`src/rtl/counter_pkg.sv`:
```
// ============================================================================
// Module : counter_pkg
// Brief  : Shared FSM state type and range helpers for prog_counter.
// Rev    : 1.0
// ============================================================================
`default_nettype none

package counter_pkg;

   typedef enum logic [0:0] {
      CNT_IDLE = 1'b0,
      CNT_RUN  = 1'b1
   } cnt_state_t;

   // Largest legal count for a given modulus, at 33 bits so MOD_VAL=2**32 fits.
   function automatic logic [32:0] cnt_max(input logic [32:0] mod_val);
      return mod_val - 33'd1;
   endfunction

   function automatic logic [32:0] clamp_load(input logic [32:0] val,
                                              input logic [32:0] max_val);
      return (val > max_val) ? max_val : val;
   endfunction

endpackage

`default_nettype wire

```
`src/rtl/prog_counter_next.sv`:
```
// ============================================================================
// Module : prog_counter_next
// Brief  : Combinational next-count, limit detect and load clamp.
// Rev    : 1.0
// ============================================================================
`default_nettype none

module prog_counter_next
   import counter_pkg::*;
#(
   parameter int          WIDTH   = 8,
   parameter logic [32:0] MOD_VAL = 33'd256
) (
   input  logic [WIDTH-1:0] count,
   input  logic             up,
   input  logic             sat,
   input  logic [WIDTH-1:0] load_val,
   output logic [WIDTH-1:0] step_val,
   output logic [WIDTH-1:0] load_clamped,
   output logic             at_end
);

   localparam logic [WIDTH:0] c_max = (WIDTH+1)'(cnt_max(MOD_VAL));

   logic [WIDTH:0] w_cnt;
   logic [WIDTH:0] w_step;

   assign w_cnt        = {1'b0, count};
   assign at_end       = up ? (w_cnt == c_max) : (w_cnt == '0);
   assign load_clamped = WIDTH'(clamp_load(33'(load_val), cnt_max(MOD_VAL)));

   always_comb begin
      w_step = w_cnt;
      if (up) begin
         w_step = at_end ? (sat ? w_cnt : '0) : (w_cnt + 1'b1);
      end else begin
         w_step = at_end ? (sat ? w_cnt : c_max) : (w_cnt - 1'b1);
      end
   end

   // The extra bit can never be set here; folding it back keeps the range hard-bounded.
   assign step_val = w_step[WIDTH] ? c_max[WIDTH-1:0] : w_step[WIDTH-1:0];

endmodule

`default_nettype wire

```
`src/rtl/prog_counter.sv`:
```
// ============================================================================
// Module : prog_counter
// Brief  : Up/down modulo counter with load, saturate mode and wrap pulse.
//          Define PROG_COUNTER_STATS_EN to add the run_cnt step counter.
// Rev    : 1.0
// ============================================================================
`default_nettype none

module prog_counter
   import counter_pkg::*;
#(
   parameter int          WIDTH   = 8,
   parameter logic [32:0] MOD_VAL = 33'd256,
   parameter int unsigned RST_VAL = 0
) (
   input  logic             clk,
   input  logic             reset,
   input  logic             enable,
   input  logic             up,
   input  logic             sat,
   input  logic             load,
   input  logic [WIDTH-1:0] load_val,
   output logic [WIDTH-1:0] count,
   output logic             wrap,
   output logic             at_end
`ifdef PROG_COUNTER_STATS_EN
   ,
   output logic [31:0]      run_cnt
`endif
);

   localparam logic [WIDTH-1:0] c_rst = WIDTH'(RST_VAL);

   logic [WIDTH-1:0] r_count;
   logic             r_wrap;
   logic [WIDTH-1:0] w_step;
   logic [WIDTH-1:0] w_load;
   logic             w_at_end;

   prog_counter_next #(
      .WIDTH   (WIDTH),
      .MOD_VAL (MOD_VAL)
   ) u_next (
      .count        (r_count),
      .up           (up),
      .sat          (sat),
      .load_val     (load_val),
      .step_val     (w_step),
      .load_clamped (w_load),
      .at_end       (w_at_end)
   );

   always_ff @(posedge clk or posedge reset) begin
      if (reset) begin
         r_count <= c_rst;
         r_wrap  <= 1'b0;
      end else if (load) begin
         r_count <= w_load;
         r_wrap  <= 1'b0;
      end else if (enable) begin
         r_count <= w_step;
         r_wrap  <= w_at_end;
      end else begin
         r_wrap  <= 1'b0;
      end
   end

   assign count  = r_count;
   assign wrap   = r_wrap;
   assign at_end = w_at_end;

`ifdef PROG_COUNTER_STATS_EN
   cnt_state_t  r_state;
   cnt_state_t  w_state_nxt;
   logic [31:0] r_run_cnt;

   always_ff @(posedge clk or posedge reset) begin
      if (reset) begin
         r_state <= CNT_IDLE;
      end else begin
         r_state <= w_state_nxt;
      end
   end

   always_comb begin
      w_state_nxt = r_state;
      case (r_state)
         CNT_IDLE: if (enable && !load)  w_state_nxt = CNT_RUN;
         CNT_RUN:  if (!enable || load)  w_state_nxt = CNT_IDLE;
         default:                        w_state_nxt = CNT_IDLE;
      endcase
   end

   // A step is counted in the cycle the FSM occupies RUN, so the first enabled edge counts too.
   always_ff @(posedge clk or posedge reset) begin
      if (reset) begin
         r_run_cnt <= '0;
      end else if (load) begin
         r_run_cnt <= '0;
      end else if ((w_state_nxt == CNT_RUN) && (r_run_cnt != 32'hFFFF_FFFF)) begin
         r_run_cnt <= r_run_cnt + 32'd1;
      end
   end

   assign run_cnt = r_run_cnt;
`endif

endmodule

`default_nettype wire

```
`config.mk`:
```
export PLATFORM = sky130hd
export DESIGN_NAME = prog_counter
export DESIGN_NICKNAME = d
export VERILOG_FILES = /design/src/rtl/counter_pkg.sv /design/src/rtl/prog_counter_next.sv /design/src/rtl/prog_counter.sv
export SDC_FILE = /design/constraint.sdc
export NUM_CORES = 1
export LEC_CHECK = 0
export ABC_CLOCK_PERIOD_IN_PS = 2300
export CORE_MARGIN = 5
export CORE_UTILIZATION = 47
export DETAILED_ROUTE_END_ITERATION = 8
export PLACE_DENSITY = 0.83
export SYNTH_ARGS = -nofsm -noshare
export SYNTH_HDL_FRONTEND = slang
export SYNTH_SLANG_ARGS = --single-unit
```
`constraint.sdc`:
```
create_clock -name clk -period 2.3 [get_ports clk]
set_input_delay 0.575 -clock clk [delete_from_list [all_inputs] [get_ports clk]]
set_output_delay 0.575 -clock clk [all_outputs]
set_load 0.02 [all_outputs]
```
After elaboration in Yosys (flattened, before gate mapping). Index checks and enable logic that the tools add are counted.

Register bits: 9. Latch bits: 0. RAM bits: 0. Bits in read-only memories: 0. Logic and storage cells: 20. Memories: 0.

$add $sub $neg: 2. Multiply operators: 0. Div/mod/pow operators: 0. Order comparisons: 0. Eq/ne operators: 2. Shift operators: 0. Multiplexer cells: 11. Bitwise gates (word level): 0. Reductions and logical operators: 3.

Operator list (count): $mux 8 (5); $mux 9 (3); $add 8x1->9 const B (1); $logic_not 9->1 (1); $sub 8x1->9 const B (1); $eq 8x8->1 const B (1); $ne 4x4->1 const B (1); $mux 1 (3); $reduce_and 2->1 (1); $reduce_bool 2->1 (1).

Longest topological paths before layout. Gate-level depths: netlist of run 1.

Depth after elaboration: 7. Gate-level depth with buffers: 8. Depth with buffers taken out: 7.

Cells and area by module. Synthesis of run 1 repeated with hierarchy kept, for this count alone.

Cells, all modules: 144. Area, all modules: 1059.8 um2.

By module, submodules not included: prog_counter_next (times used 1, cells an instance 106, area an instance 650.6 um2, seq. area each 0.0 um2); prog_counter (times used 1, cells an instance 38, area an instance 409.1 um2, seq. area each 225.2 um2).

Worst setup path before layout of run 1. No wires, ideal clock.

Kind: register to register. From: register r_count[0], in the netlist count[0]. To: register r_count[0], in the netlist count[0]. Library setup time: 0.125 ns. Arrival: 1.894 ns. Setup slack: 0.280 ns. Cell stages (with the launch flop): 9. Buffers on the path: 1. Clock period less this slack: 2.020 ns. Cell sequence: dfrtp_1 > inv_1 > ha_1 > nor4b_2 > nand2_1 > a21oi_4 > or2_1 > buf_6 > mux2_4.

Cells in the longest elaborated chain, start to end: 7.

Ends and longest elaborated chain: from (decl) (RTL line prog_counter.sv:34) `logic [WIDTH-1:0] r_count;`; from (signal assigned) (RTL line prog_counter.sv:55) `r_count <= c_rst;`; from (signal assigned) (RTL line prog_counter.sv:58) `r_count <= w_load;`; from (signal assigned) (RTL line prog_counter.sv:61) `r_count <= w_step;`; branches (longest 7 deep; another with $sub 8x1->9).

Several ways; the timed one is not identified. The select of a mux whose other input is x is not followed. A chain may end at the register's enable or synchronous reset.

Worst setup path after layout of run 1.
From: input port up. To: output port at_end.

Cells in the longest elaborated chain, start to end: 1.

Ends and longest elaborated chain: from (decl) (RTL line prog_counter.sv:19) `input logic up,`; $mux 1 (RTL line prog_counter_next.sv:29) `assign at_end = up ? (w_cnt == c_max) : (w_cnt == '0);`; to (decl) (RTL line prog_counter.sv:25) `output logic at_end`.

No other way between the ends.

==> flow_summary.toml, run 1 <==
[run_status]
status = "finished clean"

[place]
placed_area_um2 = 1215
place_congestion = 0.9065
dpl.hpwl_mm = 2.011
port_buffers = 23

[clock_tree]
post_cts_buffers = 0
holdBufCountCts = 0
cts_tree = "done"
clk_latency_ns = 0.27
cts-buffers-inserted = 3
clkTransAtPathRegs_ns = 0.07
clock_path_buffers = 2
cts.sinks = 9
root_buffer = "clkbuf_4"
htree_levels = 1
cts_resized = 4

[worst_setup_path]
timing.rr.end = "count[3]"
r2r_slack_ns = 0.20
rr_worst_depth = 8
r2r_start = "count[0]"
cp_max_fo = 3
cp.arrival_ns = 1.65
crit_path_end = "at_end"
startpoint_type = "input port"
startpoint = "up"
endpoint_kind = "output port"
required_ns = 1.73
critPathKind = "in -> out"

[timing]
finalCriticalPeriod_ns = 2.229
hold_ws_ns = 0.5755
grt_setup_unrepaired = "no"
max_slew.worst_pin.slew_ns = 0.6337
drv_slew = 0
setup_viol = 0
hold_viol = 0
slew_headroom = 0.5760
fin_crit_sh = 0.9690
fin_skew_ns = 0.0009003
fmax_mhz = 448.7

[routing]
drc = 0
wl_mm = 2.602
vias = 975
viasPerCell = 5.873
first_pass_iters = 4
routedWlPerCell_um = 15.67
ant_nets = 0
drt_iter0_drc = 32

[global_route]
grt_max_degree = 12
gr-total-overflow = 0
track_usage = 0.2136
first_global_vias = 1001
antenna_found_initial = 0
grt_pass1_wl_mm = 4.347

[yosys]
synth.avg_cell_area_um2 = 8.394
ys_warn_count = 0
synth-edff-count = 0
async_reset_ff_frac = 1.000
ys_types = 42
synthTopCellsByArea = "dfrtp_1 (26%), nor2_1 (4.8%), ha_1 (4.3%)"
postSynthCellCount = 103
synthFlopType = "dfrtp_1"
synth_common_cells = "nor2_1 (11), dfrtp_1 (9), inv_1 (7), nand2_1 (6), o21ai_0 (6)"
yosysTopAreaCell = "dfrtp_1"
yosysMostFrequentCell = "nor2_1"
syn_nets = 120
synth_top_cell_area_share = 0.2605
ys_seq_area_frac = 0.2605
ys_ff_latch = 9
synth_area_um2 = 864.6

[floorplan]
num_io_pins = 24
die_w_um = 52.89
initial_core_util = 0.4953
die_area_um2 = 2797
rows = 15
core_region_area_um2 = 1745
die_h_um = 52.89

[power_and_ir_drop]
leakagePower_nw = 0.5237
vdd_ir_drop_max_v = 0.0003616
powerDensity_nw_per_um2 = 549.9

[finish]
nNetsFinal = 159
fin_area_um2 = 1236
synthToLayoutAreaGrowth_pct = 42.98
drive_gt1_frac = 0.2057
num_antenna_cells = 0

[job]
max_cap_violations = 0

[min_path]
hold_path_class = "in -> async"
## logic make-up after synthesis
logic type	share of synthesized area
muxes	0.03038
AOI/OAI and AO/OA	0.2822
adders and majority gates	0.04342
and+or+nand+nor	0.2996
DFF	0.2605
buffers and inverters	0.08394
## cells in the final DEF, fill, tap and decap left out, drive strengths merged, types with 4 or more instances in the layout
master | netlist | routed
nor2 | 11 | 11
dfrtp | 9 | 9
clkdlybuf4s50 | 0 | 22
o21ai | 8 | 8
nand3 | 6 | 6
clkbuf | 1 | 4
nand2 | 6 | 6
buf | 6 | 19
inv | 7 | 7
a21oi | 4 | 4
nor3 | 4 | 4
## state kept, by name (all words and copies together) (netlist names)
signal  count
count       8
wrap        1
## worst min-delay path by stage
stage | start | to | cells past startpoint
floorplan | reset | count[0] | 1
global placement | count[5] | count[5] | 2
detailed placement | count[5] | count[5] | 2
CTS | reset | count[3] | 2
global route | reset | count[3] | 2
finish | reset | count[3] | 2
## cell type report
class	count	area (µm²)
tap	25	31.28
sequential	9	225.2
timing repair buffer	41	360.3
multi-input combinational	80	566.8
fill	150	509.2
clock buffer	4	26.28
inverter	7	26.28
## stage by stage
stage	utilization	setup slack [ns]	setup TNS (ns)	total power, mW	std cells
after global placement	0.6961	-0.3590	-0.3590	0.5381	162
final	0.7082	0.07122	0	0.6797	166
after global routing	0.7082	0.01568	0	0.7209	166
after floorplan	-	0.2805	0	0.4001	103
after CTS	0.7082	0.06321	0	0.6821	166
after detailed placement	0.6961	-0.3815	-0.4058	0.5434	162
## power breakdown
group / internal (mW) / switching (mW)
logic: 0.165 / 0.168
registers: 0.180 / 0.0317
clock network: 0.0672 / 0.0670
total: 0.413 / 0.267
## worst max-delay path: stages
cell,delay (ns)
clkdlybuf4s50_1,0.51
and4_4,0.26
nand3_4,0.07
nand2_1,0.08
buf_2,0.16
## layer usage
metal	up-vias	global-route usage	part of all wire
met2	59	0.3450	0.48
met3	15	0.05070	0.10
met1	437	0.2642	0.40
met5	-	0	0
met4	0	0.1021	0.023
li1	464	-	-
Note: power is estimated with default switching activity, not from simulation.
==> run 2: changes to the inputs <==
SKIP_CTS_REPAIR_TIMING = 1   (was not set)
==> flow_summary.toml, run 2 (synthesis gave the netlist of run 1 again) <==
[worst_setup_path]
required_ns = 1.73
cp.arrival_ns = 1.66
startpoint_type = "input port"
cp_max_fo = 3
timing.rr.end = "count[3]"
r2r_start = "count[0]"
rr_worst_depth = 8
startpoint = "up"
critPathKind = "in -> out"
endpoint_kind = "output port"
r2r_slack_ns = 0.20

[floorplan]
core_region_area_um2 = 1745
die_w_um = 52.89
initial_core_util = 0.4953
die_h_um = 52.89
num_io_pins = 24
rows = 15
die_area_um2 = 2797

[clock_tree]
cts_tree = "done"
cts-buffers-inserted = 3
htree_levels = 1
root_buffer = "clkbuf_4"
cts.sinks = 9
clk_latency_ns = 0.27
clock_path_buffers = 2
clkTransAtPathRegs_ns = 0.07

[place]
placed_cells = 162
post-place-ws_ns = -0.3815
dpl.hpwl_mm = 2.011
placed_area_um2 = 1215
port_buffers = 23
place_congestion = 0.9065

[power_and_ir_drop]
total_power_mw = 0.6797
vdd_ir_drop_max_v = 0.0003616
powerDensity_nw_per_um2 = 549.9
leakagePower_nw = 0.5228

[finish]
num_antenna_cells = 0
fillers = 150
nNetsFinal = 159
fin_cells = 166
layout_commonest_cell = "clkdlybuf4s50_1"
multiInputGateArea_um2 = 566.8
regArea_um2 = 225.2
synthToLayoutAreaGrowth_pct = 42.98
fin_area_um2 = 1236
largest_reg_flops = 8
layout_common_cells = "clkdlybuf4s50_1 (22), buf_4 (18), nor2_1 (11), dfrtp_1 (9), inv_1 (7)"
drive_gt1_frac = 0.2057

[global_route]
antenna_found_initial = 0
grt_pass1_wl_mm = 4.347
gr-total-overflow = 0
first_global_vias = 1001
track_usage = 0.2136
grt_max_degree = 12

[routing]
vias = 975
ant_nets = 0
routedWlPerCell_um = 15.67
wl_mm = 2.602
viasPerCell = 5.873
first_pass_iters = 4
drc = 0
drt_iter0_drc = 32

[timing]
finalCriticalPeriod_ns = 2.237
worst_slack_ns = 0.06252
fin_skew_ns = 0.0009003
max_slew.worst_pin.slew_ns = 0.6337
drv_slew = 0
slew_headroom = 0.5760
fin_crit_sh = 0.9728
hold_viol = 0
grt_setup_unrepaired = "no"
fmax_mhz = 446.9
hold_ws_ns = 0.5755
setup_viol = 0

[min_path]
hold_path_class = "in -> async"

[run_status]
status = "finished clean"

[job]
max_cap_violations = 0
run 2: final cells by class:
class                           instances  area share
Sequential cell                         9      0.1822
Clock buffer                            4     0.02125
Inverter                                7     0.02125
Multi-Input combinational cell         80      0.4585
Timing Repair Buffer                   41      0.2915
Tap cell                               25     0.02530
run 2: report_power, final:
group,switching [mW],internal [mW],total [mW]
sequential,0.0317,0.180,0.212
clock,0.0670,0.0672,0.134
combinational,0.168,0.165,0.333
total,0.267,0.413,0.680
run 2: worst max path at each step:
stage	endpoint	slack [ns]	cells past startpoint
floorplan	count[0]	0.28	8
global placement	at_end	-0.36	5
detailed placement	at_end	-0.38	5
CTS	at_end	-0.38	5
global route	at_end	0.007	5
finish	at_end	0.06	5
run 2: worst max-delay path, stage by stage:
cell and delay [ns]:
clkdlybuf4s50_1 0.51, and4_4 0.26, nand3_4 0.07, nand2_1 0.08, clkbuf_2 0.17
run 2: routing by layer:
metal | track usage | wire [µm] | vias up
met5 | 0 | 0 | -
met1 | 0.2642 | 1031 | 437
met3 | 0.05070 | 259 | 15
met2 | 0.3450 | 1251 | 59
li1 | - | - | 464
met4 | 0.1021 | 60 | 0
run 2: per-stage QoR:
stage / utilization / TNS (ns)
3_5_place_dp: 0.6961 / -0.4058
2_1_floorplan: - / 0
4_1_cts: 0.7111 / -0.3815
6_report: 0.7082 / 0
3_3_place_gp: 0.6961 / -0.3590
5_1_grt: 0.7082 / 0
==> run 3: changes to the inputs <==
ABC_AREA = 1   (was not set)
ABC_CLOCK_PERIOD_IN_PS = 2900   (was 2300)
CORE_UTILIZATION = 54   (was 47)
CTS_BUF_LIST = sky130_fd_sc_hd__clkbuf_16   (was not set)
PLACE_DENSITY = 0.89   (was 0.83)
clock period = 2.9 ns   (was 2.3 ns; I/O delays follow)
==> flow_summary.toml, run 3 <==
[timing]
slew_headroom = 0.6931
hold_ws_ns = 0.6162
fin_crit_sh = 0.9829
finalCriticalPeriod_ns = 2.850
fmax_mhz = 350.8
worst_slack_ns = 0.04950
fin_skew_ns = 0.0002851
max_slew.worst_pin.slew_ns = 0.4603
drv_slew = 0
fin_tns_setup_ns = 0
setup_viol = 0
grt_setup_unrepaired = "no"
hold_viol = 0

[place]
post-place-ws_ns = 0.05960
dpl.hpwl_mm = 2.170
place_congestion = 0.9058
placed_cells = 214
placed_area_um2 = 1285
port_buffers = 23

[finish]
fin_cells = 218
multiInputGateArea_um2 = 679.4
nNetsFinal = 209
fin_util = 0.7171
fin_area_um2 = 1364
drive_gt1_frac = 0.1414
fillers = 142
synthToLayoutAreaGrowth_pct = 29.30
num_antenna_cells = 0
regArea_um2 = 225.2
layout_common_cells = "nand2_1 (55), nor2_1 (26), clkdlybuf4s50_1 (23), inv_1 (18), nand3_1 (15)"
layout_commonest_cell = "nand2_1"
largest_reg_flops = 8

[clock_tree]
root_buffer = "clkbuf_16"
cts_tree = "done"
cts.sinks = 9
htree_levels = 1
clock_path_buffers = 2
cts-buffers-inserted = 3
clk_latency_ns = 0.24
clkTransAtPathRegs_ns = 0.04

[floorplan]
die_w_um = 54.20
initial_core_util = 0.5546
num_io_pins = 24
die_area_um2 = 2937
core_region_area_um2 = 1902
rows = 16
die_h_um = 54.20

[global_route]
grt_max_degree = 15
gr-total-overflow = 0
first_global_vias = 1121
grt_pass1_wl_mm = 4.843
track_usage = 0.2303
antenna_found_initial = 0

[yosys]
async_reset_ff_frac = 1.000
ys_seq_area_frac = 0.2135
yosysTopAreaCell = "dfrtp_1"
yosysMostFrequentCell = "nand2_1"
synth_common_cells = "nand2_1 (55), nor2_1 (26), inv_1 (18), nand3_1 (15), dfrtp_1 (9)"
postSynthCellCount = 165
syn_nets = 182
synth_top_cell_area_share = 0.2135
synth.avg_cell_area_um2 = 6.392
synth_area_um2 = 1055
synthTopCellsByArea = "dfrtp_1 (21%), nand2_1 (20%), nor2_1 (9.3%)"
synthFlopType = "dfrtp_1"
synth-edff-count = 0
ys_ff_latch = 9
ys_warn_count = 0
ys_types = 27

[routing]
drc = 0
wl_mm = 2.946
vias = 1122
ant_nets = 0
first_pass_iters = 4
routedWlPerCell_um = 13.51
viasPerCell = 5.147
drt_iter0_drc = 46

[worst_setup_path]
critPathKind = "in -> out"
startpoint_type = "input port"
required_ns = 2.17
cp_max_fo = 3
endpoint_kind = "output port"
r2r_slack_ns = 1.09
cp.arrival_ns = 2.13

[run_status]
status = "finished clean"

[power_and_ir_drop]
vdd_ir_drop_max_v = 0.0004358
leakagePower_nw = 0.7253
total_power_mw = 0.7142
powerDensity_nw_per_um2 = 523.7

[min_path]
hold_path_class = "reg -> reg"

[job]
max_cap_violations = 0
## run 3: layer usage
layer / global-route usage / vias to the layer above / routed length (µm)
met3: 0.06094 / 8 / 185
met1: 0.2676 / 499 / 1204
met2: 0.3984 / 55 / 1491
met5: 0 / - / 0
li1: - / 560 / -
met4: 0.08714 / 0 / 65
## run 3: path summary, 6_finish.rpt
check | startpoint | endpoint | depth (start not counted)
setup / recovery | up | at_end | 6
hold / removal | count[1] | count[1] | 2
setup reg to reg | count[1] | count[0] | 11
hold reg to reg | count[1] | count[1] | 2
max in group asynchronous | reset | count[7] | 2
min in group asynchronous | reset | count[1] | 2
## run 3: logic make-up (layout without fill, tap and decap cells)
family,after synthesis,count (layout),share of synthesized area
and+or+nand+nor,118,118,0.5374
buffers and inverters,26,52,0.1423
DFF,9,9,0.2135
AOI/OAI and AO/OA,5,5,0.03796
xor gates and xnor gates,4,4,0.03322
adders and majority gates,3,3,0.03559
## run 3: where the power goes
part	switching (mW)	leakage, nW	internal [mW]
registers	0.0446	0.108	0.144
clock network	0.0619	0.0423	0.180
logic	0.160	0.575	0.124
## run 3: area by class of cell
| class | count | share of cell area |
|---|---|---|
| Clock buffer | 3 | 0.05505 |
| Sequential cell | 9 | 0.1651 |
| Timing Repair Buffer | 29 | 0.2018 |
| Clock inverter | 1 | 0.002752 |
| Tap cell | 27 | 0.02477 |
| Multi-Input combinational cell | 130 | 0.4982 |
| Inverter | 19 | 0.05229 |
## run 3: critical path, stage by stage
cell and delay, ns:
clkdlybuf4s50_1 0.50, inv_1 0.09, o21ai_4 0.09, nand2_2 0.07, inv_1 0.05, clkdlybuf4s50_1 0.59
